==> src/rtl/serial_mag_comparator_if.sv <==
// Request/result bundle between the datapath (master) and the serial comparator (slave).
// Operands are captured on an accepted start; results hold until the next done pulse.
interface serial_mag_comparator_if #(
    parameter int WIDTH = 8
);
    logic             start;
    logic [WIDTH-1:0] A;
    logic [WIDTH-1:0] B;
    logic             busy;
    logic             done;
    logic             A_great_B;
    logic             A_equal_B;
    logic             A_less_B;

    modport master (
        output start, A, B,
        input  busy, done, A_great_B, A_equal_B, A_less_B
    );

    modport slave (
        input  start, A, B,
        output busy, done, A_great_B, A_equal_B, A_less_B
    );
endinterface

==> src/rtl/serial_mag_comparator.sv <==
// Bit-serial N-bit magnitude compare, MSB first, through an external 1-bit comparator.
// Latency WIDTH cycles start->done; CMP_EARLY_EXIT_EN ends on the first differing bit.
// No backpressure: start is ignored while busy, and may be reissued in the done cycle.
module serial_mag_comparator #(
    parameter int WIDTH = 8
) (
    input  logic                  clk,
    input  logic                  rst_n,
    serial_mag_comparator_if.slave ctrl,
    output logic                  a_bit,
    output logic                  b_bit,
    input  logic                  cmp_great,
    input  logic                  cmp_equal,
    input  logic                  cmp_less
);
    localparam int CNT_W = $clog2(WIDTH);

`ifdef CMP_EARLY_EXIT_EN
    localparam bit EARLY_EXIT = 1'b1;
`else
    localparam bit EARLY_EXIT = 1'b0;
`endif

    typedef enum logic {
        S_IDLE,
        S_SHIFT
    } state_t;

    typedef enum logic [1:0] {
        V_EQ,
        V_GT,
        V_LT
    } verdict_t;

    state_t           state_q, state_d;
    logic [WIDTH-1:0] sh_a_q, sh_a_d;
    logic [WIDTH-1:0] sh_b_q, sh_b_d;
    logic [CNT_W-1:0] cnt_q, cnt_d;
    logic             decided_q, decided_d;
    verdict_t         verdict_q, verdict_d;
    logic             busy_q, busy_d;
    logic             done_q, done_d;
    logic [2:0]       res_q, res_d;

    verdict_t         step_verdict;
    logic             step_decided;
    logic             finish;
    logic [2:0]       step_res;

    // Equality is implied when neither great nor less fires, so an all-zero
    // comparator response also counts as equal.
    logic unused_cmp_equal;
    assign unused_cmp_equal = cmp_equal;

    always_comb begin
        step_verdict = verdict_q;
        step_decided = decided_q;
        if (!decided_q) begin
            if (cmp_great) begin
                step_verdict = V_GT;
                step_decided = 1'b1;
            end else if (cmp_less) begin
                step_verdict = V_LT;
                step_decided = 1'b1;
            end
        end
    end

    always_comb begin
        finish = (cnt_q == '0) || (EARLY_EXIT && step_decided && !decided_q);
        case (step_verdict)
            V_GT:    step_res = 3'b100;
            V_LT:    step_res = 3'b001;
            default: step_res = 3'b010;
        endcase
    end

    always_comb begin
        state_d   = state_q;
        sh_a_d    = sh_a_q;
        sh_b_d    = sh_b_q;
        cnt_d     = cnt_q;
        decided_d = decided_q;
        verdict_d = verdict_q;
        busy_d    = busy_q;
        done_d    = 1'b0;
        res_d     = res_q;

        case (state_q)
            S_IDLE: begin
                if (ctrl.start) begin
                    sh_a_d    = ctrl.A;
                    sh_b_d    = ctrl.B;
                    cnt_d     = CNT_W'(WIDTH - 1);
                    decided_d = 1'b0;
                    verdict_d = V_EQ;
                    busy_d    = 1'b1;
                    state_d   = S_SHIFT;
                end
            end
            S_SHIFT: begin
                sh_a_d    = {sh_a_q[WIDTH-2:0], 1'b0};
                sh_b_d    = {sh_b_q[WIDTH-2:0], 1'b0};
                cnt_d     = cnt_q - CNT_W'(1);
                decided_d = step_decided;
                verdict_d = step_verdict;
                if (finish) begin
                    // Flush leftovers so the bit outputs read zero while idle.
                    sh_a_d  = '0;
                    sh_b_d  = '0;
                    cnt_d   = '0;
                    busy_d  = 1'b0;
                    done_d  = 1'b1;
                    res_d   = step_res;
                    state_d = S_IDLE;
                end
            end
            default: begin
                state_d = S_IDLE;
                busy_d  = 1'b0;
            end
        endcase
    end

    always_ff @(posedge clk or negedge rst_n) begin
        if (!rst_n) begin
            state_q   <= S_IDLE;
            sh_a_q    <= '0;
            sh_b_q    <= '0;
            cnt_q     <= '0;
            decided_q <= 1'b0;
            verdict_q <= V_EQ;
            busy_q    <= 1'b0;
            done_q    <= 1'b0;
            res_q     <= '0;
        end else begin
            state_q   <= state_d;
            sh_a_q    <= sh_a_d;
            sh_b_q    <= sh_b_d;
            cnt_q     <= cnt_d;
            decided_q <= decided_d;
            verdict_q <= verdict_d;
            busy_q    <= busy_d;
            done_q    <= done_d;
            res_q     <= res_d;
        end
    end

    assign a_bit          = sh_a_q[WIDTH-1];
    assign b_bit          = sh_b_q[WIDTH-1];
    assign ctrl.busy      = busy_q;
    assign ctrl.done      = done_q;
    assign ctrl.A_great_B = res_q[2];
    assign ctrl.A_equal_B = res_q[1];
    assign ctrl.A_less_B  = res_q[0];
endmodule

==> src/flat_wrapper.sv <==
// flat-port wrapper written by rule: the top's interface ports become plain ports
module serial_mag_comparator_flat 
#(
    parameter int WIDTH = 8
)
  (clk, rst_n, a_bit, b_bit, cmp_great, cmp_equal, cmp_less, ctrl_start, ctrl_A, ctrl_B, ctrl_busy, ctrl_done, ctrl_A_great_B, ctrl_A_equal_B, ctrl_A_less_B);
  serial_mag_comparator_if #(.WIDTH(WIDTH)) ctrl_i ();
  input  logic clk;
  input  logic rst_n;
  output logic a_bit;
  output logic b_bit;
  input  logic cmp_great;
  input  logic cmp_equal;
  input  logic cmp_less;
  input wire logic [$bits(ctrl_i.start)-1:0] ctrl_start;
  input wire logic [$bits(ctrl_i.A)-1:0] ctrl_A;
  input wire logic [$bits(ctrl_i.B)-1:0] ctrl_B;
  output wire logic [$bits(ctrl_i.busy)-1:0] ctrl_busy;
  output wire logic [$bits(ctrl_i.done)-1:0] ctrl_done;
  output wire logic [$bits(ctrl_i.A_great_B)-1:0] ctrl_A_great_B;
  output wire logic [$bits(ctrl_i.A_equal_B)-1:0] ctrl_A_equal_B;
  output wire logic [$bits(ctrl_i.A_less_B)-1:0] ctrl_A_less_B;
  assign ctrl_i.start = ctrl_start;
  assign ctrl_i.A = ctrl_A;
  assign ctrl_i.B = ctrl_B;
  assign ctrl_busy = ctrl_i.busy;
  assign ctrl_done = ctrl_i.done;
  assign ctrl_A_great_B = ctrl_i.A_great_B;
  assign ctrl_A_equal_B = ctrl_i.A_equal_B;
  assign ctrl_A_less_B = ctrl_i.A_less_B;
  serial_mag_comparator #(.WIDTH(WIDTH)) u_core (.clk(clk), .rst_n(rst_n), .ctrl(ctrl_i), .a_bit(a_bit), .b_bit(b_bit), .cmp_great(cmp_great), .cmp_equal(cmp_equal), .cmp_less(cmp_less));
endmodule
==> config.mk <==
export PLATFORM = sky130hd
export DESIGN_NAME = serial_mag_comparator_flat
export DESIGN_NICKNAME = d
export VERILOG_FILES = /design/src/rtl/serial_mag_comparator_if.sv /design/src/rtl/serial_mag_comparator.sv /design/src/flat_wrapper.sv
export SDC_FILE = /design/constraint.sdc
export NUM_CORES = 1
export LEC_CHECK = 0
export CORE_MARGIN = 5
export CORE_UTILIZATION = 44
export DETAILED_ROUTE_END_ITERATION = 7
export HOLD_SLACK_MARGIN = 0.02
export PLACE_DENSITY = 0.74
export SYNTH_ARGS = -nofsm -noshare
export SYNTH_HDL_FRONTEND = slang
export SYNTH_SLANG_ARGS = --single-unit
==> constraint.sdc <==
create_clock -name clk -period 1.45 [get_ports clk]
set_clock_uncertainty 0.05 [all_clocks]
set_input_delay 0.2175 -clock clk [delete_from_list [all_inputs] [get_ports clk]]
set_output_delay 0.2175 -clock clk [all_outputs]
set_load 0.005 [all_outputs]
==> impl_metrics.py <==
metrics = {
    "run_status": {
        "outcome": "finished, final reports clean",
    },
    "setup_path": {
        "path_cells": "nand2b_4 > a21o_1 > ha_1 > mux2_2",
        "cpPeakStageDelay_ps": 420,
        "required_ps": 1630,
        "worst-r2r-cell-count": 4,
        "critical_path_class": "flip-flop to flip-flop",
        "critPathMaxFanout": 3,
        "cp-start-kind": "flip-flop",
        "end_kind": "flip-flop",
        "cp_slowest_cell": "dfrtp_1",
        "cp.arrival_ps": 1620,
    },
    "synth": {
        "ys_seq_elements": 28,
        "post-synth-top-count-cell": "dfrtp_1",
        "ys_top_cells_by_count": "dfrtp_1 (28), nand2_1 (17), o21ai_0 (17), mux2i_1 (16), nor2_1 (7)",
        "synth-edff-count": 0,
        "yosysTopAreaCellShare_pct": 55.8,
        "yosys_warnings": 0,
        "synth_ff_type": "dfrtp_1",
        "synthesis.nets": 139,
        "synthCells": 115,
        "yosysUniqueCellTypes": 22,
        "ys_seq_area_share_pct": 55.8,
        "syn_area_mm2": 0.00126,
        "yosys.area.top_type": "dfrtp_1",
        "synth_area_leaders": "dfrtp_1 (56%), mux2i_1 (13%), o21ai_0 (6.8%)",
        "synth-async-reset-ratio_pct": 100,
        "synth_area_per_cell_um2": 10.9,
    },
    "sta": {
        "holdWs_ps": 179,
        "drv_slew": 0,
        "hold_viol_final": 0,
        "clock.fmax_mhz": 696,
        "setup_viol": 0,
        "post-route-period-util_pct": 99.1,
        "rsz0062_at_grt": "true",
        "worst_slew_pin_slew_ps": 355,
        "min_period_ps": 1440,
        "maxSlewHeadroom_pct": 76.2,
    },
    "power_and_ir_drop": {
        "power.leakage_nw": 0.809,
        "p_per_area_mw_per_mm2": 1750,
        "switchingPower_uw": 981,
        "p_sw_share_pct": 33.4,
        "pwr-share-clk_pct": 17.8,
        "p_comb_share_pct": 38.0,
        "ir_drop_mv": 1.21,
        "p_int_mw": 1.96,
        "seqPwrFrac_pct": 44.2,
        "total_power_mw": 2.94,
    },
    "final_layout": {
        "fillers": 257,
        "layoutNonFillerInstCount": 179,
        "layout-drive-gt1-share_pct": 14.2,
        "seq_area_um2": 703,
        "multi_input_area_um2": 524,
        "area_growth_pct": 33.8,
        "fin_nets": 173,
        "diodes": 0,
    },
    "cts": {
        "cts.sinks": 28,
        "tritoncts": "yes",
        "htree_levels": 1,
        "cts_made_buffers": 3,
        "cts-root-buf": "clkbuf_4",
        "ctsHoldBuffers": 0,
        "cts_max_path_buffers": 2,
        "clk_pin_slew_worst_paths_ps": 170,
        "clock_latency_ps": 340,
    },
    "detailed_routing": {
        "drc": 0,
        "dr.pass1.iters": 4,
        "wl_per_cell_um": 14.3,
        "wl_um": 2550,
        "dr.first_iter.drc_count": 50,
        "postRouteAntennaNets": 0,
        "via_per_inst": 5.28,
        "dr_total_vias": 945,
    },
    "global_route": {
        "busiest_layer": "met2",
        "overflow": 0,
        "grt_pass1_wl_um": 4540,
        "use_met2_pct": 22.6,
        "met1_usage_pct": 17.2,
        "grtUsageTotal_pct": 13.9,
        "antenna_found_initial": 0,
        "grt_max_degree": 29,
        "grt_pass1_vias": 1009,
        "grtUsageMet3_pct": 3.55,
    },
    "die": {
        "die_y_um": 63.4,
        "core_area_mm2": 0.00276,
        "std_cell_rows": 19,
        "ioPinCount": 29,
        "die_w_um": 63.4,
        "initial_utilization_pct": 45.6,
        "die-area_mm2": 0.00402,
    },
    "worst_hold_path": {
        "min_path_type": "input pin to asynchronous set/reset pin",
    },
    "placed_design": {
        "dp_hpwl_um": 1790,
        "dp_cells": 173,
        "numPortBuffers": 27,
        "place_congestion": 0.794,
    },
    "run": {
        "maxCapViolations": 0,
    },
}
-- flip-flops by register name (all words and copies together) (netlist names) --
signal and flops:
u_core.cnt_q 3, u_core.ctrl.busy 1, u_core.ctrl.done 1, u_core.decided_q 1, u_core.res_q 3, u_core.sh_a_q 8
u_core.sh_b_q 8, u_core.state_q 1, u_core.verdict_q 2
-- placed cells by master (no fill, tap or decap), types with 2 or more instances in the layout --
cell and count:
clkdlybuf4s50_1 20, dfrtp_1 26, inv_1 4, o21ai_0 17, mux2i_1 16, dlygate4sd2_1 7, mux2_2 3, a21o_1 2
nor2_1 7, dfrtp_2 2, buf_4 6, ha_1 2, nand2_1 17, clkbuf_4 3, buf_12 2
-- layer usage --
metal  vias to the layer above  wire (µm)
met1                       463       1100
li1                        457          -
met5                         -          0
met4                         0         54
met3                         6        103
met2                        19       1290
-- cell families after synthesis --
logic type | synth area share, %
AO/OA/AOI/OAI | 11.5
buffers and inverters | 3.39
flip-flops | 55.8
adder cells (fa/ha/maj) | 1.99
AND/OR/NAND/NOR | 12.0
multiplexers | 15.4
-- critical path: cells and delay by family (launching register included) --
kind	cells	cell delay [ps]
and+or+nand+nor	1	150
muxes	1	250
adders and majority gates	1	280
AOI/OAI and AO/OA	1	180
DFF	1	420
-- timing repair --
action / CTS / global route
gates resized for setup: 9 / 1
pin swaps: 3 / 1
buffers inserted: 1 / 1
setup endpoints to repair: 9 / 3
hold endpoints to repair: 0 / 0
-- worst paths after layout --
path | from | end | slack, ps
worst max-delay path | u_core.decided_q | u_core.res_q[1] | 10
worst min register to register | u_core.sh_a_q[5] | u_core.sh_a_q[6] | 450
worst max register to register | u_core.decided_q | u_core.res_q[1] | 10
max in group asynchronous | rst_n | u_core.cnt_q[2] | 870
min in group clk | ctrl_B[0] | u_core.sh_b_q[0] | 420
worst min-delay path | rst_n | u_core.sh_a_q[0] | 180
-- through the flow --
step	area, µm²	setup TNS [ps]	util, %	setup slack [ps]
6_report	1680	0	60.9	12.8
5_1_grt	1680	-65.4	60.9	-49.1
4_1_cts	1670	0	60.6	10.4
3_5_place_dp	1610	-744	58.4	-280
3_3_place_gp	1610	-609	58.4	-238
2_1_floorplan	1260	0	-	25.7
-- power groups by stage --
stage	clock network, mW	logic, mW	registers [mW]
after CTS	0.523	1.11	1.30
after detailed placement	0	1.13	1.32
after floorplan	0	0.653	1.27
after global routing	0.564	1.26	1.34
after global placement	0	1.08	1.30
final	0.523	1.12	1.30
-- area by class of cell --
cell class | instances | area share (%)
Sequential cell | 28 | 41.8
Multi-Input combinational cell | 77 | 31.2
Timing Repair Buffer | 35 | 20.6
Tap cell | 31 | 2.31
Clock inverter | 1 | 1.79
Clock buffer | 3 | 1.34
Inverter | 4 | 0.894
Note: power is estimated with default switching activity, not from simulation.
==> variant 1: new RTL, config.mk and constraints unchanged <==
Register the outputs `a_bit` and `b_bit`, without a reset; this adds one clock of latency there. The other outputs are not delayed to match.
--- a/src/rtl/serial_mag_comparator.sv
+++ b/src/rtl/serial_mag_comparator.sv
@@ -146,8 +146,10 @@
         end
     end
 
-    assign a_bit          = sh_a_q[WIDTH-1];
-    assign b_bit          = sh_b_q[WIDTH-1];
+    always_ff @(posedge clk) begin
+        a_bit <= sh_a_q[WIDTH-1];
+        b_bit <= sh_b_q[WIDTH-1];
+    end
     assign ctrl.busy      = busy_q;
     assign ctrl.done      = done_q;
     assign ctrl.A_great_B = res_q[2];
Check against the original RTL: not equivalent (Yosys sat finds a counterexample within 4 cycles, from zero or initial values and one cycle with rst_n low).
==> variant 1 against the original RTL <==
The run now ends with setup timing left; sequential cell count rose by 2; sequential power rose by 6%; die area rose by 2.7%; first-iteration DRC count fell by 76%; routed wire length rose by 0.78%; area after synthesis rose by 3.2%; total power fell by 0.92%; count of clock-buffer cells in the layout rose by 5; final area rose by 1.4%; worst setup slack got worse by 37 ps.
==> variant 1: results (changes against the original RTL) <==
met2 wire length 1.33 mm (was 1.29 mm); failing checks setup timing; Sw Ratio 34.2% (was 33.4%); # fillers 242 (was 257); clock power share 15.7% (was 17.8%); Skew-Pair Late Insertion Delay 320 ps (was 340 ps); met1 Usage GRT 15.2% (was 17.2%); dpl ws -271 ps (was -280 ps); Yosys reg bits 30 (was 28); outcome complete, but fails checks (was completed); WL met3 117 um (was 103 um); share of cells above drive strength 1 13.2% (was 14.2%); largest cells by area after synthesis dfrtp_1, mux2i_1, o21ai_0 (unchanged); leakage 0.811 nW (was 0.809 nW); Syn-to-layout area delta 31.5% (was 33.8%); Initial DRC Count 12 (was 50); setup TNS -27.4 ps (was 0 ps); CTS buffer count 5 (was 3); Worst-Margin Slew 363 ps (was 355 ps); multi-input combinational cell area 538 sq um (was 524 sq um); Global Route Usage Sum 14.2% (was 13.9%); total wire length 2.57 mm (was 2.55 mm); Seq/total area 43.5% (was 41.8%); Avg WL per Cell 14.0 um (was 14.3 um); area post-placement 1630 sq um (was 1610 sq um); Clock-cell share 2.86% (was 3.13%); ys async rst share 93.3% (was 100%); Yosys cell types 23 (was 22); mux share of post-synthesis cell area 15.0% (was 15.4%); Syn Inst Count 117 (was 115); Data buffer area share 18.9% (was 20.6%); final setup vio count 2 (was 0); met2 usage 23.8% (was 22.6%); average instance area after synthesis 11.1 sq um (was 10.9 sq um); number of global-route vias before repair 1061 (was 1009); CP arrival 1640 ps (was 1620 ps); GP Congestion 0.723 (was 0.794); fin nets 175 (was 173); M1 WL 1.05 mm (was 1.10 mm); post-route worst setup slack -23.8 ps (was 12.8 ps); Synth Area in Adders 1.93% (was 1.99%); Synth Area in Compound Gates 11.1% (was 11.5%); peak supply drop 0.985 mV (was 1.21 mV)
[variant 1: final timing paths]
check	endpoint	slack (ps)	depth (start not counted)
setup / recovery	u_core.res_q[1]$_DFFE_PN0P_	-20	4
hold / removal	u_core.sh_a_q[6]$_DFFE_PN0P_	210	2
setup reg to reg	u_core.res_q[1]$_DFFE_PN0P_	-20	4
hold reg to reg	u_core.b_bit$_DFF_P_	330	0
max in group asynchronous	u_core.sh_a_q[5]$_DFFE_PN0P_	870	2
min in group clk	u_core.b_bit$_DFF_P_	330	0
[variant 1: repair_timing]
action | 4_1_cts | 5_1_grt
resized for setup | 6 | 4
endpoints found under the hold margin | 0 | 0
pin swaps | 1 | 3
buffers inserted | 1 | 0
setup endpoints to repair | 6 | 4
hold buffers | 0 | 0
[variant 1: worst reg2reg max path, delay by kind of cell (launching register included)]
family,cells,cell delay [ps]
flops,1,410
fa+ha+maj,1,270
mux,1,260
compound gates,1,210
simple gates,1,160
==> variant 2: new RTL, same settings <==
Made on the original files. `WIDTH` is set to 8 in 3 places; all go to 16.
--- a/src/rtl/serial_mag_comparator_if.sv
+++ b/src/rtl/serial_mag_comparator_if.sv
@@ -1,7 +1,7 @@
 // Request/result bundle between the datapath (master) and the serial comparator (slave).
 // Operands are captured on an accepted start; results hold until the next done pulse.
 interface serial_mag_comparator_if #(
-    parameter int WIDTH = 8
+    parameter int WIDTH = 16
 );
     logic             start;
     logic [WIDTH-1:0] A;
--- a/src/rtl/serial_mag_comparator.sv
+++ b/src/rtl/serial_mag_comparator.sv
@@ -2,7 +2,7 @@
 // Latency WIDTH cycles start->done; CMP_EARLY_EXIT_EN ends on the first differing bit.
 // No backpressure: start is ignored while busy, and may be reissued in the done cycle.
 module serial_mag_comparator #(
-    parameter int WIDTH = 8
+    parameter int WIDTH = 16
 ) (
     input  logic                  clk,
     input  logic                  rst_n,
--- a/src/flat_wrapper.sv
+++ b/src/flat_wrapper.sv
@@ -1,7 +1,7 @@
 // flat-port wrapper written by rule: the top's interface ports become plain ports
 module serial_mag_comparator_flat 
 #(
-    parameter int WIDTH = 8
+    parameter int WIDTH = 16
 )
   (clk, rst_n, a_bit, b_bit, cmp_great, cmp_equal, cmp_less, ctrl_start, ctrl_A, ctrl_B, ctrl_busy, ctrl_done, ctrl_A_great_B, ctrl_A_equal_B, ctrl_A_less_B);
   serial_mag_comparator_if #(.WIDTH(WIDTH)) ctrl_i ();
Interface: changed (resized ctrl_A and ctrl_B); port bits go from 29 to 45. No check against the original RTL was run, so the function may have changed too.
==> variant 2 against the original RTL <==
Area after synthesis rose by 63%; first-iteration DRC count grew to 3.0 times the old value; total power rose by 73%; sequential cell count grew 17; worst setup slack worse by 9.8 ps; sequential share of layout area is 0.61 points lower; routed wire length rose by 66%; final area grew 63%; largest cell class unchanged.
==> variant 2: results (changes against the original RTL) <==
outcome completed (unchanged); Worst-Margin Slew 271 ps (was 355 ps); Global Route Usage Sum 14.2% (was 13.9%); total wire length 4.23 mm (was 2.55 mm); Initial DRC Count 152 (was 50); mux share of post-synthesis cell area 17.8% (was 15.4%); largest net degree at the start of global routing 46 (was 29); number of global-route vias before repair 1526 (was 1009); Yosys cell types 27 (was 22); dpl ws -243 ps (was -280 ps); Synth Area in Compound Gates 12.1% (was 11.5%); largest cells by area after synthesis dfrtp_1, mux2i_1, o21ai_1 (was dfrtp_1, mux2i_1, o21ai_0); CTS root buf clkbuf_8 (was clkbuf_4); post-cts gate resize count 3 (was 9); peak supply drop 0.935 mV (was 1.21 mV); Post-synth top cells dfrtp_1, nand2_1, mux2i_1 (was dfrtp_1, nand2_1, o21ai_0); grt met3 use 4.46% (was 3.55%); sequential fraction of the synthesis area 54.9% (was 55.8%); GP Congestion 0.758 (was 0.794); hold buffer count at cts 1 (was 0); htree depth 2 (was 1); met2 wire length 1.88 mm (was 1.29 mm); vias per cell 5.24 (was 5.28); met2 usage 22.6% (about the same); first-pass GRT wire length 7.13 mm (was 4.54 mm); fin nets 281 (was 173); Syn Nets 234 (was 139); leakage 1.33 nW (was 0.809 nW); # Post-CTS Setup Buffers 0 (was 1); Skew-Pair Late Insertion Delay 290 ps (was 340 ps)
-- variant 2: cell types whose count changed in the layout (fill, tap and decap cells not counted), moves of 5 or more --
cell	before	now
o21ai_1	0	30
clkbuf_8	0	6
nand2_1	17	34
dlygate4sd2_1	7	2
dfrtp_1	26	44
clkdlybuf4s50_1	20	35
mux2i_1	16	32
o21ai_0	17	2
-- variant 2: per-stage QoR --
stage / instance area (sq um) / instances / TNS (ps)
after floorplan: 2060 / 194 / 0
after global placement: 2580 / 285 / -597
after detailed placement: 2580 / 285 / -635
after CTS: 2720 / 294 / 0
after global routing: 2730 / 294 / -37.6
final: 2730 / 294 / 0
-- variant 2: worst max-delay path by stage --
stage                                 startpoint                           to  depth (start not counted)
floorplan           u_core.decided_q$_DFFE_PN0P_  u_core.res_q[1]$_DFFE_PN0P_                          5
global placement                        cmp_less  u_core.res_q[1]$_DFFE_PN0P_                          6
detailed placement                      cmp_less  u_core.res_q[1]$_DFFE_PN0P_                          6
CTS                 u_core.decided_q$_DFFE_PN0P_  u_core.res_q[1]$_DFFE_PN0P_                          5
global route        u_core.decided_q$_DFFE_PN0P_  u_core.res_q[1]$_DFFE_PN0P_                          5
finish              u_core.decided_q$_DFFE_PN0P_  u_core.res_q[1]$_DFFE_PN0P_                          5
-- variant 2: power by group through the flow --
stage          combinational [mW]  sequential (mW)  clock, mW
3_3_place_gp                 1.99             2.13          0
4_1_cts                      2.03             2.12       1.00
5_1_grt                      2.24             2.20       1.06
2_1_floorplan                1.28             2.07          0
6_report                     1.99             2.12      0.977
3_5_place_dp                 2.02             2.14          0
-- variant 2: area by class of cell --
cell class	instances	area share, %
Sequential cell	45	41.2
Multi-Input combinational cell	129	31.0
Timing Repair Buffer	54	20.1
Clock buffer	6	3.02
Tap cell	52	2.38
Clock inverter	2	1.37
Inverter	6	0.824
